[src/rtl/compute_seq_pkg.sv]
// rtl/compute_seq_pkg.sv - shared types and constants for the compute core sequencer
// Instruction layout: INS[4:0], OP1[14:5], OP2[24:15], OP3[34:25].
package compute_seq_pkg;

  localparam int CMD_W   = 35;
  localparam int INS_LSB = 0;
  localparam int INS_MSB = 4;
  localparam int OP1_LSB = 5;
  localparam int OP2_LSB = 15;
  localparam int OP3_LSB = 25;

  typedef logic [INS_MSB-INS_LSB:0] ins_t;
  typedef logic [CMD_W-1:0]         cmd_t;

  localparam ins_t INS_NOP     = 5'd0;
  localparam ins_t INS_TRNG    = 5'd18;
  localparam ins_t INS_AES_ENC = 5'd19;
  localparam ins_t INS_AES_DEC = 5'd20;
  localparam ins_t INS_PADD    = 5'd22;
  localparam ins_t INS_PSUB    = 5'd23;
  localparam ins_t INS_PMUL    = 5'd24;

  typedef enum logic [2:0] {
    ST_IDLE  = 3'd0,
    ST_ISSUE = 3'd1,
    ST_WAIT  = 3'd2,
    ST_CLEAR = 3'd3,
    ST_DRAIN = 3'd4
  } seq_state_e;

  function automatic ins_t get_ins(input cmd_t c);
    return c[INS_MSB:INS_LSB];
  endfunction

endpackage

[src/rtl/compute_core_sequencer_if.sv]
// rtl/compute_core_sequencer_if.sv - host command and compute core command bus
// master: host side driving commands and modelling the core; slave: the sequencer.
interface compute_core_sequencer_if #(
  parameter int CMD_W     = 35,
  parameter int LOG_DEPTH = 3
);
  logic [CMD_W-1:0]   cmd_in;
  logic               cmd_valid;
  logic               cmd_ready;
  logic [CMD_W-1:0]   core_cmd;
  logic               core_we0;
  logic               core_done;
  logic [LOG_DEPTH:0] fifo_count;
  logic               busy;
  logic               retire_pulse;
  logic [15:0]        retired_cnt;
  logic               timeout_err;

  modport master (
    output cmd_in, cmd_valid, core_done,
    input  cmd_ready, core_cmd, core_we0, fifo_count, busy,
           retire_pulse, retired_cnt, timeout_err
  );

  modport slave (
    input  cmd_in, cmd_valid, core_done,
    output cmd_ready, core_cmd, core_we0, fifo_count, busy,
           retire_pulse, retired_cnt, timeout_err
  );
endinterface

[src/rtl/seq_cmd_fifo.sv]
// rtl/seq_cmd_fifo.sv - synchronous command queue with first-word-fall-through head
// Count, full and empty are registered; DEPTH must be a power of two.
module seq_cmd_fifo #(
  parameter int W         = 35,
  parameter int DEPTH     = 8,
  parameter int LOG_DEPTH = 3
) (
  input  logic               clk,
  input  logic               rst,
  input  logic               wr_valid_i,
  input  logic [W-1:0]       wr_data_i,
  output logic               wr_ready_o,
  input  logic               rd_en_i,
  output logic [W-1:0]       rd_data_o,
  output logic               empty_o,
  output logic [LOG_DEPTH:0] count_o
);

  logic [W-1:0]         mem_q [DEPTH];
  logic [LOG_DEPTH-1:0] wr_ptr_q, rd_ptr_q;
  logic [LOG_DEPTH:0]   count_q, count_d;
  logic                 full_q, empty_q;
  logic                 wr_en, rd_en;

  assign wr_en = wr_valid_i && !full_q;
  assign rd_en = rd_en_i && !empty_q;

  always_comb begin
    count_d = count_q;
    if (wr_en && !rd_en) begin
      count_d = count_q + 1'b1;
    end else if (!wr_en && rd_en) begin
      count_d = count_q - 1'b1;
    end
  end

  always_ff @(posedge clk) begin
    if (rst) begin
      wr_ptr_q <= '0;
      rd_ptr_q <= '0;
      count_q  <= '0;
      full_q   <= 1'b0;
      empty_q  <= 1'b1;
    end else begin
      if (wr_en) wr_ptr_q <= wr_ptr_q + 1'b1;
      if (rd_en) rd_ptr_q <= rd_ptr_q + 1'b1;
      count_q <= count_d;
      full_q  <= (count_d == (LOG_DEPTH+1)'(DEPTH));
      empty_q <= (count_d == '0);
    end
  end

  // Storage needs no reset: flushing the pointers empties the queue.
  always_ff @(posedge clk) begin
    if (wr_en) mem_q[wr_ptr_q] <= wr_data_i;
  end

  assign wr_ready_o = !full_q;
  assign rd_data_o  = mem_q[rd_ptr_q];
  assign empty_o    = empty_q;
  assign count_o    = count_q;

endmodule

[src/rtl/compute_core_sequencer.sv]
// rtl/compute_core_sequencer.sv - issues queued instructions to the compute core, then parks it on a NOP
// Optional wait-state abort enabled by defining SEQ_TIMEOUT_EN.
module compute_core_sequencer
  import compute_seq_pkg::*;
#(
  parameter int FIFO_DEPTH  = 8,
  parameter int LOG_DEPTH   = 3,
  parameter int TIMEOUT_CYC = 65535
) (
  input logic                        clk,
  input logic                        rst,
  compute_core_sequencer_if.slave    bus
);

  cmd_t       head;
  logic       empty;
  logic       pop;
  logic       timeout_hit;
  logic       timeout_err;

  seq_state_e state_q;
  cmd_t       core_cmd_q;
  logic       core_we0_q;
  logic       retire_q;
  logic       first_wait_q;
  logic [15:0] retired_cnt_q;

  assign pop = (state_q == ST_IDLE) && !empty;

  seq_cmd_fifo #(
    .W         (CMD_W),
    .DEPTH     (FIFO_DEPTH),
    .LOG_DEPTH (LOG_DEPTH)
  ) u_fifo (
    .clk        (clk),
    .rst        (rst),
    .wr_valid_i (bus.cmd_valid),
    .wr_data_i  (bus.cmd_in),
    .wr_ready_o (bus.cmd_ready),
    .rd_en_i    (pop),
    .rd_data_o  (head),
    .empty_o    (empty),
    .count_o    (bus.fifo_count)
  );

`ifdef SEQ_TIMEOUT_EN
  logic [31:0] wait_cnt_q;
  logic        timeout_err_q;

  assign timeout_hit = (state_q == ST_WAIT) && (wait_cnt_q + 32'd1 == 32'(TIMEOUT_CYC));
  assign timeout_err = timeout_err_q;

  always_ff @(posedge clk) begin
    if (rst) begin
      wait_cnt_q    <= '0;
      timeout_err_q <= 1'b0;
    end else begin
      if (state_q == ST_ISSUE) wait_cnt_q <= '0;
      else if (state_q == ST_WAIT) wait_cnt_q <= wait_cnt_q + 32'd1;
      if (timeout_hit) timeout_err_q <= 1'b1;
    end
  end
`else
  assign timeout_hit = 1'b0;
  assign timeout_err = 1'b0;
`endif

  always_ff @(posedge clk) begin
    if (rst) begin
      state_q       <= ST_IDLE;
      core_cmd_q    <= '0;
      core_we0_q    <= 1'b0;
      retire_q      <= 1'b0;
      first_wait_q  <= 1'b0;
      retired_cnt_q <= '0;
    end else begin
      core_we0_q <= 1'b0;
      retire_q   <= 1'b0;
      case (state_q)
        ST_IDLE: begin
          if (!empty) begin
            if (get_ins(head) == INS_NOP) begin
              retire_q      <= 1'b1;
              retired_cnt_q <= retired_cnt_q + 16'd1;
            end else begin
              core_cmd_q <= head;
              core_we0_q <= 1'b1;
              state_q    <= ST_ISSUE;
            end
          end
        end
        ST_ISSUE: begin
          first_wait_q <= 1'b1;
          state_q      <= ST_WAIT;
        end
        ST_WAIT: begin
          // The core's done still reflects the old command on the first WAIT cycle.
          first_wait_q <= 1'b0;
          if ((bus.core_done && !first_wait_q) || timeout_hit) begin
            core_cmd_q <= '0;
            core_we0_q <= 1'b1;
            state_q    <= ST_CLEAR;
          end
        end
        ST_CLEAR: begin
          state_q <= ST_DRAIN;
        end
        ST_DRAIN: begin
          if (!bus.core_done) begin
            retire_q      <= 1'b1;
            retired_cnt_q <= retired_cnt_q + 16'd1;
            state_q       <= ST_IDLE;
          end
        end
        default: state_q <= ST_IDLE;
      endcase
    end
  end

  assign bus.core_cmd     = core_cmd_q;
  assign bus.core_we0     = core_we0_q;
  assign bus.retire_pulse = retire_q;
  assign bus.retired_cnt  = retired_cnt_q;
  assign bus.timeout_err  = timeout_err;
  assign bus.busy         = (state_q != ST_IDLE) || !empty;

endmodule
[src/flat_wrapper.sv]
// flat-port wrapper written by rule: the top's interface ports become plain ports
module compute_core_sequencer_flat import compute_seq_pkg::*;
#(
  parameter int FIFO_DEPTH  = 8,
  parameter int LOG_DEPTH   = 3,
  parameter int TIMEOUT_CYC = 65535
)
  (clk, rst, bus_cmd_in, bus_cmd_valid, bus_core_done, bus_cmd_ready, bus_core_cmd, bus_core_we0, bus_fifo_count, bus_busy, bus_retire_pulse, bus_retired_cnt, bus_timeout_err);
  compute_core_sequencer_if #(.LOG_DEPTH(LOG_DEPTH)) bus_i ();
  input logic clk;
  input logic rst;
  input wire logic [$bits(bus_i.cmd_in)-1:0] bus_cmd_in;
  input wire logic [$bits(bus_i.cmd_valid)-1:0] bus_cmd_valid;
  input wire logic [$bits(bus_i.core_done)-1:0] bus_core_done;
  output wire logic [$bits(bus_i.cmd_ready)-1:0] bus_cmd_ready;
  output wire logic [$bits(bus_i.core_cmd)-1:0] bus_core_cmd;
  output wire logic [$bits(bus_i.core_we0)-1:0] bus_core_we0;
  output wire logic [$bits(bus_i.fifo_count)-1:0] bus_fifo_count;
  output wire logic [$bits(bus_i.busy)-1:0] bus_busy;
  output wire logic [$bits(bus_i.retire_pulse)-1:0] bus_retire_pulse;
  output wire logic [$bits(bus_i.retired_cnt)-1:0] bus_retired_cnt;
  output wire logic [$bits(bus_i.timeout_err)-1:0] bus_timeout_err;
  assign bus_i.cmd_in = bus_cmd_in;
  assign bus_i.cmd_valid = bus_cmd_valid;
  assign bus_i.core_done = bus_core_done;
  assign bus_cmd_ready = bus_i.cmd_ready;
  assign bus_core_cmd = bus_i.core_cmd;
  assign bus_core_we0 = bus_i.core_we0;
  assign bus_fifo_count = bus_i.fifo_count;
  assign bus_busy = bus_i.busy;
  assign bus_retire_pulse = bus_i.retire_pulse;
  assign bus_retired_cnt = bus_i.retired_cnt;
  assign bus_timeout_err = bus_i.timeout_err;
  compute_core_sequencer #(.FIFO_DEPTH(FIFO_DEPTH), .LOG_DEPTH(LOG_DEPTH), .TIMEOUT_CYC(TIMEOUT_CYC)) u_core (.clk(clk), .rst(rst), .bus(bus_i));
endmodule
[config.mk]
export PLATFORM = sky130hd
export DESIGN_NAME = compute_core_sequencer_flat
export DESIGN_NICKNAME = d
export VERILOG_FILES = /design/src/rtl/compute_seq_pkg.sv /design/src/rtl/compute_core_sequencer_if.sv /design/src/rtl/seq_cmd_fifo.sv /design/src/rtl/compute_core_sequencer.sv /design/src/flat_wrapper.sv
export SDC_FILE = /design/constraint.sdc
export NUM_CORES = 1
export LEC_CHECK = 0
export ABC_AREA = 1
export CORE_MARGIN = 4
export CORE_UTILIZATION = 45
export CTS_BUF_LIST = sky130_fd_sc_hd__clkbuf_4
export DETAILED_ROUTE_END_ITERATION = 10
export HOLD_SLACK_MARGIN = 0.15
export SLEW_MARGIN = 0
export SYNTH_ARGS = -nofsm -noshare
export SYNTH_HDL_FRONTEND = slang
export SYNTH_SLANG_ARGS = --single-unit
[constraint.sdc]
create_clock -name clk -period 8.2 [get_ports clk]
set_input_delay 1.23 -clock clk [delete_from_list [all_inputs] [get_ports clk]]
set_output_delay 1.23 -clock clk [all_outputs]
set_load 0.01 [all_outputs]
-- Yosys cells after proc, flatten, opt, wreduce, memory -nomap -nowiden
Memory sizes are Yosys's and may differ from the RTL's. A register that Yosys moved wholly into a read port is not among the register bits.
Index checks and enable logic that the tools add are counted.
W data, S select, Z words.
- register bits after elaboration: 69
- latch bits: 0
- RAM bits: 280
- bits in read-only memories: 0
- input bits: 39
- output and inout port bits: 60
- logic and storage cells: 77
- memories kept: 1
- memories (memory ; depth ; bits a word ; read ports ; clocked after memory_dff ; write ports ; RTL line ; text):
    u_core.u_fifo.mem_q ; 8 ; 35 ; 1 ; 1 ; 1 ; seq_cmd_fifo.sv:19 ; logic [W-1:0] mem_q [DEPTH];
- $add $sub $neg: 5
- multiply operators: 0
- divide/modulo/power cells: 0
- order comparisons: 0
- equality and inequality tests: 10
- shift operators: 0
- muxes and demuxes: 28
- bitwise gates (word level): 0
- reduce and logical (&&, ||, !) cells: 22
- operator list (kind ; count):
    $mux W35 ; 3
    $pmux W35 S2 ; 1
    $mux W16 ; 3
    $pmux W16 S2 ; 1
    $mux W3 ; 6
    $add A16 B1 Y16 const B ; 1
    $pmux W3 S5 ; 1
    $reduce_and A4 Y1 ; 3
    $mux W1 ; 8
    $mux W4 ; 2
    $ne A2 B2 Y1 const B ; 4
    $add A3 B1 Y3 const B ; 2
    $eq A3 B2 Y1 const B ; 2
    $logic_and A1 B1 Y1 ; 6
    $pmux W1 S2 ; 3
    $reduce_bool A2 Y1 ; 3
    $logic_not A1 Y1 ; 5
    $logic_not A5 Y1 ; 1
    $add A4 B1 Y4 const B ; 1
    $eq A4 B4 Y1 const B ; 1
    $logic_not A4 Y1 ; 1
    $sub A4 B1 Y4 const B ; 1
    $eq A3 B1 Y1 const B ; 1
    $eq A3 B3 Y1 const B ; 1
    4 further kinds ; 4

-- Logic depth before layout (Yosys ltp)
Gate-level depths: netlist (run 1).
- depth in word-level cells: 7
- gate-level depth with buffers: 15
- gate-level depth less buffers: 13

-- By module
From an unflattened synthesis (run 1), not the netlist that was laid out.
- cells, all modules: 1151
- area total of the unflattened synthesis: 14019.7 µm²
- modules (own cells, without submodules) (module ; instances ; cells an instance ; area an instance (µm²) ; sequential area each (µm²)):
    seq_cmd_fifo ; 1 ; 824 ; 11637.4 ; 8708.4
    compute_core_sequencer ; 1 ; 327 ; 2382.3 ; 1141.1

-- Least setup slack after synthesis (run 1)
OpenSTA, ideal clock, no wires.
- kind: input port to flip-flop
- start point: in bus_cmd_valid
- end point: mem u_core.u_fifo.mem_q[0][0], enable pin
- setup time: 0.427 ns
- arrival: 3.046 ns
- data required time: 7.773 ns
- path slack: 4.727 ns
- stages: 4
- path buffers: 0
- cells stage by stage: nand2_1 > inv_1 > nand2_1 > nor2_1
- longest elaborated chain between the ends: 3
- RTL lines (element ; RTL line ; text):
    from (decl) ; flat_wrapper.sv:13 ; input wire logic [$bits(bus_i.cmd_valid)-1:0] bus_cmd_valid;
    $logic_and A1 B1 Y1 ; seq_cmd_fifo.sv:25 ; assign wr_en = wr_valid_i && !full_q;
    $mux W1 ; seq_cmd_fifo.sv:55 ; if (wr_en) mem_q[wr_ptr_q] <= wr_data_i;
    $mux W1 (implied by the code) ; seq_cmd_fifo.sv:55 ;
    to (decl) ; seq_cmd_fifo.sv:19 ;
Every way passes these cells.

==> results of run 1 <==
==> critical path: stages (launching register included) <==
cell and delay, ns:
dfxtp_4 0.64, clkinv_2 0.95, nand2_1 0.27, nand2_1 0.07, nand2_1 0.06, nand3_1 0.06, and2_1 0.18, nor2_4 0.14
nand2_1 0.07, nand2_2 0.05, buf_4 0.59, nand3_1 0.14, nand2_1 0.09, nor2_1 0.04
==> sequential cells by signal, indices dropped and copies added, names as in the netlist, named ones only <==
signal,count
u_core.u_fifo.empty_o,1
u_core.bus.core_we0,1
u_core.u_fifo.full_q,1
u_core.bus.retired_cnt,16
u_core.u_fifo.wr_ptr_q,3
u_core.bus.core_cmd,35
u_core.u_fifo.rd_ptr_q,3
u_core.first_wait_q,1
u_core.u_fifo.count_o,4
u_core.u_fifo.mem_q,280
u_core.bus.retire_pulse,1
u_core.state_q,3
==> per-stage QoR <==
| step | instance area [um2] | utilization (%) | power, mW |
|---|---|---|---|
| floorplan | 14450 | - | 3.385 |
| global placement | 15740 | 49.76 | 3.876 |
| detailed placement | 15740 | 49.76 | 3.901 |
| CTS | 16950 | 53.56 | 5.418 |
| global route | 16950 | 53.57 | 5.770 |
| finish | 16950 | 53.57 | 5.357 |
==> Yosys cell counts (3+ instances only) <==
cell type  count
clkbuf_1      53
edfxtp_1     280
o21ai_0      170
buf_1          5
buf_4          9
o21ai_1       18
a21oi_1       58
dfxtp_1       72
xor2_1         9
xnor2_1        7
buf_6          3
inv_1         98
nor2_1       293
nor3_1         7
buf_2         10
a31oi_1       30
ha_1           5
nand2_1      145
nand3_1       83
==> metal layers <==
layer / GRT usage, % / wire [um]
met1: 24.80 / 14790
met4: 6.769 / 650
met2: 31.03 / 15890
met5: 0 / 8
met3: 4.423 / 2044
==> where the power goes <==
group	switching (mW)	internal [mW]
Sequential	0.134	2.08
Combinational	1.04	0.590
Clock	0.710	0.796
==> path summary, 6_finish.rpt <==
check / startpoint / endpoint / slack, ns / cells past startpoint
max reg2reg: register / u_core.bus.core_cmd[22]$_SDFFE_PP0P_ / 4.64 / 13
min: u_core.first_wait_q$_SDFFE_PP0P_ / u_core.first_wait_q$_SDFFE_PP0P_ / 0.46 / 2
max: register / u_core.bus.core_cmd[22]$_SDFFE_PP0P_ / 4.64 / 13
min reg2reg: u_core.first_wait_q$_SDFFE_PP0P_ / u_core.first_wait_q$_SDFFE_PP0P_ / 0.46 / 2
==> kinds of logic after synthesis <==
group | after synthesis | share of synthesized area (%)
and+or+nand+nor | 541 | 15.26
xor gates and xnor gates | 16 | 0.9701
DFF | 352 | 68.18
buffers and inverters | 180 | 5.153
AOI/OAI and AO/OA | 279 | 9.978
other | 1 | 0.02596
adders and majority gates | 5 | 0.4331
==> cell type report <==
type	count	area [um2]	share of cell area, %
flip-flops and latches	352	9854	58.15
multi-input cells	842	3918	23.12
repair buffers	113	1091	6.438
clock buffers	136	1021	6.024
well taps	402	503.0	2.968
inverters	100	376.6	2.222
clock inverters	37	181.4	1.071
diodes	1	2.502	0.01477
==> results.yml, run 1 <==
layout:
  final_common_cell: "nor2_1"
  final_cells: 1983
  syn2layout_area_growth_pct: 17.31
  final_cell_mix: "285 x nor2_1, 280 x edfxtp_1, 170 x o21ai_0"
  drive_gt1_share_pct: 11.46
  fill_cells: 2804
  nets: 1546
clock_network:
  cts_num_sinks: 352
  cts_resized: 0
  postCtsHoldBufs: 0
  clkTransAtPathRegs_ns: 0.06
  clockBufferDepth: 3
  clk_latency_ns: 0.73
  cts_buffers: 93
  cts_tree: "yes"
  post_cts_buffers: 0
  h-tree-depth: 3
  cts_root_buf: "clkbuf_4"
synthesis:
  synth_top_area_share_pct: 58.20
  synth-warning-count: 0
  synth_cell_type_count: 32
  synth_top_cell_by_area: "edfxtp_1"
  syn_nets: 1418
  syn_avg_cell_area_um2: 10.51
  ys_seq_area_share_pct: 68.18
  synth-seq-cells: 352
  synth-edff-count: 280
  ys.flop_type: "edfxtp_1"
  synthArstFlopShare_pct: 0
  synth_area_leaders: "edfxtp_1 58%, dfxtp_1 10%, nor2_1 7.6%"
  synth_area_um2: 14450
  synthCells: 1374
drt:
  vias: 10100
  drtPass1Iterations: 5
  vias_per_cell: 5.094
  drt-total-wl_mm: 33.38
  wl_per_cell_um: 16.83
  ant_nets: 0
  first_iter_violations: 663
  drc: 0
sta:
  setup_viol: 0
  relSlewSlack_pct: 23.46
  finalWorstSetupSlack_ns: 4.645
  fin_worst_skew_ns: 0.03845
  final_max_slew_viol_count: 0
  tightest_slew_ns: 1.148
  final.min_clock_period_ns: 3.555
  finalHoldViolations: 0
  grt_setup_unrepaired: "no"
  hold_slack_ns: 0.4619
  max_freq_ghz: 0.2813
  layout_worst_path_cycle_share_pct: 43.36
  setup_tns_ns: 0
run_status:
  status: "complete, no violations"
power:
  cellPowerDensity_nw_per_um2: 316.1
  power.leakage_nw: 6.198
  ir_worst_vdd_v: 0.0002066
worst_setup_path:
  end_kind: "register"
  worstSetupPathType: "reg2reg"
  crit_path_start_kind: "register"
  cp.arrival_ns: 4.14
  cp.required_ns: 8.79
  cp_max_fo: 79
floorplanning:
  core_area_um2: 31640
  die-area_um2: 35030
  rows: 65
  initial_core_util_pct: 45.66
  dieHeight_um: 187.2
  die_w_um: 187.2
  io_pins: 99
place:
  routabilityCongestion: 0.7806
  dp_cells: 1809
  portBuffers: 97
  dp_hpwl_mm: 17.04
  place_worst_setup_slack_ns: 4.602
grt:
  grt_max_degree: 104
  first_global_vias: 10000
  overflow: 0
  grt.total_usage_pct: 18.91
  grt_pass1_wl_mm: 53.07
  antenna_found_initial: 2
run:
  drv_cap: 0
hold_path:
  hold_class: "reg2reg"
Note: power is estimated with default switching activity, not from simulation.
==> run 2, diff against run 1 <==
PLACE_DENSITY = 0.66   (was default)
clock period = 3 ns   (was 8.2 ns; I/O delays follow)
==> run 2 against run 1 <==
Critical path depth shrank 1. Non-clock buffer count grew 17. Final cell count grew 0.45%. Worst setup slack lost 4.1 ns. Total power grew to 2.8 times the previous value. Sequential share of layout area shrank 0.69 points. Design area grew 1.2%. Via count grew 2.5%. Clock power grew to 2.7 times the previous value. Hold slack lost 0.034 ns.
==> results.yml, run 2 (synthesized netlist as in run 1, its figures left out) <==
run_status:
  status: "complete, no violations"
grt:
  grt_max_degree: 147
  first_global_vias: 10190
  overflow: 0
  grt_pass1_wl_mm: 53.22
  antenna_found_initial: 1
  grt.total_usage_pct: 18.59
drt:
  vias_per_cell: 5.196
  drtPass1Iterations: 7
  drt-total-wl_mm: 32.99
  vias: 10350
  first_iter_violations: 882
  drc: 0
  ant_nets: 0
  wl_per_cell_um: 16.56
clock_network:
  clkTransAtPathRegs_ns: 0.07
  clk_latency_ns: 0.74
  postCtsHoldBufs: 0
  cts_num_sinks: 352
  cts_buffers: 91
  clockBufferDepth: 3
  post_cts_buffers: 0
  cts_root_buf: "clkbuf_4"
  cts_resized: 0
  cts_tree: "yes"
  h-tree-depth: 3
power:
  internal_power_mw: 9.612
  p_seq_share_pct: 39.9
  power_switching_mw: 5.221
  combPwrFrac_pct: 32.3
  p_sw_share_pct: 35.20
  cellPowerDensity_nw_per_um2: 864.6
  finalPower_mw: 14.83
  power_frac_clock_pct: 27.8
  power.leakage_nw: 6.310
  ir_worst_vdd_v: 0.0007736
layout:
  final_cells: 1992
  largest_reg_flops: 280
  top_register: "u_core.u_fifo.mem_q"
  syn2layout_area_growth_pct: 18.76
  final_common_cell: "nor2_1"
  final_util_pct: 54.23
  final_area_um2: 17160
  fill_cells: 2716
  drive_gt1_share_pct: 12.52
  final_cell_mix: "285 x nor2_1, 280 x edfxtp_1, 170 x o21ai_0"
  nets: 1561
sta:
  relSlewSlack_pct: 51.15
  final_max_slew_viol_count: 0
  max_freq_ghz: 0.4128
  tightest_slew_ns: 0.7327
  setup_tns_ns: 0
  grt_setup_unrepaired: "no"
  hold_slack_ns: 0.4275
  finalWorstSetupSlack_ns: 0.5773
  fin_worst_skew_ns: 0.04856
  final.min_clock_period_ns: 2.423
  setup_viol: 0
  finalHoldViolations: 0
  layout_worst_path_cycle_share_pct: 80.76
place:
  place_worst_setup_slack_ns: 0.5759
  dp_cells: 1826
  portBuffers: 97
  placed_area_um2: 15960
  routabilityCongestion: 0.8468
  dp_hpwl_mm: 19.66
floorplanning:
  die-area_um2: 35030
  initial_core_util_pct: 45.66
  io_pins: 99
  dieHeight_um: 187.2
  core_area_um2: 31640
  rows: 65
  die_w_um: 187.2
worst_setup_path:
  crit_path_start_kind: "register"
  cp.arrival_ns: 3.02
  cp_max_fo: 146
  cp.required_ns: 3.60
  end_kind: "register"
  worstSetupPathType: "reg2reg"
hold_path:
  hold_class: "in2reg"
run:
  drv_cap: 0
## run 2: cell count changes in the layout (fill, tap and decap cells not counted)
cell,delta
dfxtp_2,-1
nand2_2,-1
clkinv_4,+1
buf_4,+10
clkbuf_4,+2
inv_2,-1
clkinvlp_4,-1
inv_8,+1
clkinv_1,-10
clkinv_2,-2
nand2_1,+1
inv_6,+2
buf_12,+7
dfxtp_4,+1
## run 2: routing by layer
layer  share of wire [%]  track usage (%)  wire length, um  vias to the layer above
li1                    -                -                -                     5047
met5                   0                0                0                        -
met2                  48            30.43            15850                      342
met1                  43            24.34            14130                     4892
met4                 2.3            7.196              769                        0
met3                 6.8            4.181             2233                       69
## run 2: layout make-up
class	count	area (um2)	share of cell area, %
sequential	352	9857	57.45
multi-input combinational	842	3915	22.82
timing repair buffer	130	1306	7.614
clock buffer	138	1036	6.038
tap	402	503.0	2.932
inverter	100	376.6	2.195
clock inverter	27	160.2	0.9335
antenna	1	2.502	0.01459
## run 2: critical path: stages (launching register included)
cell,delay [ns]
dfxtp_4,0.37
buf_12,0.39
nand2_1,0.12
nand3_1,0.10
nand3_1,0.12
and2_1,0.18
nor2_2,0.15
nand2_1,0.09
nand2_2,0.09
buf_4,0.30
nand3_1,0.11
nand2_1,0.07
nor2_1,0.06
## run 2: final timing paths
check	startpoint	end	slack (ns)	cells past startpoint
hold reg to reg	u_core.u_fifo.rd_ptr_q[2]$_SDFFE_PP0P_	u_core.u_fifo.rd_ptr_q[2]$_SDFFE_PP0P_	0.46	2
setup / recovery	register	u_core.bus.core_cmd[32]$_SDFFE_PP0P_	0.58	12
setup reg to reg	register	u_core.bus.core_cmd[32]$_SDFFE_PP0P_	0.58	12
hold / removal	bus_core_done	u_core.state_q[2]$_SDFFE_PP0P_	0.43	3
## run 2: power groups by stage
stage                     logic, mW  clock network (mW)  registers (mW)
after global placement         4.72                   0            6.02
after detailed placement       4.80                   0            6.03
after global routing           5.40                4.52            5.96
after CTS                      4.83                4.26            5.92
final                          4.79                4.13            5.92
after floorplan                3.21                   0            6.04
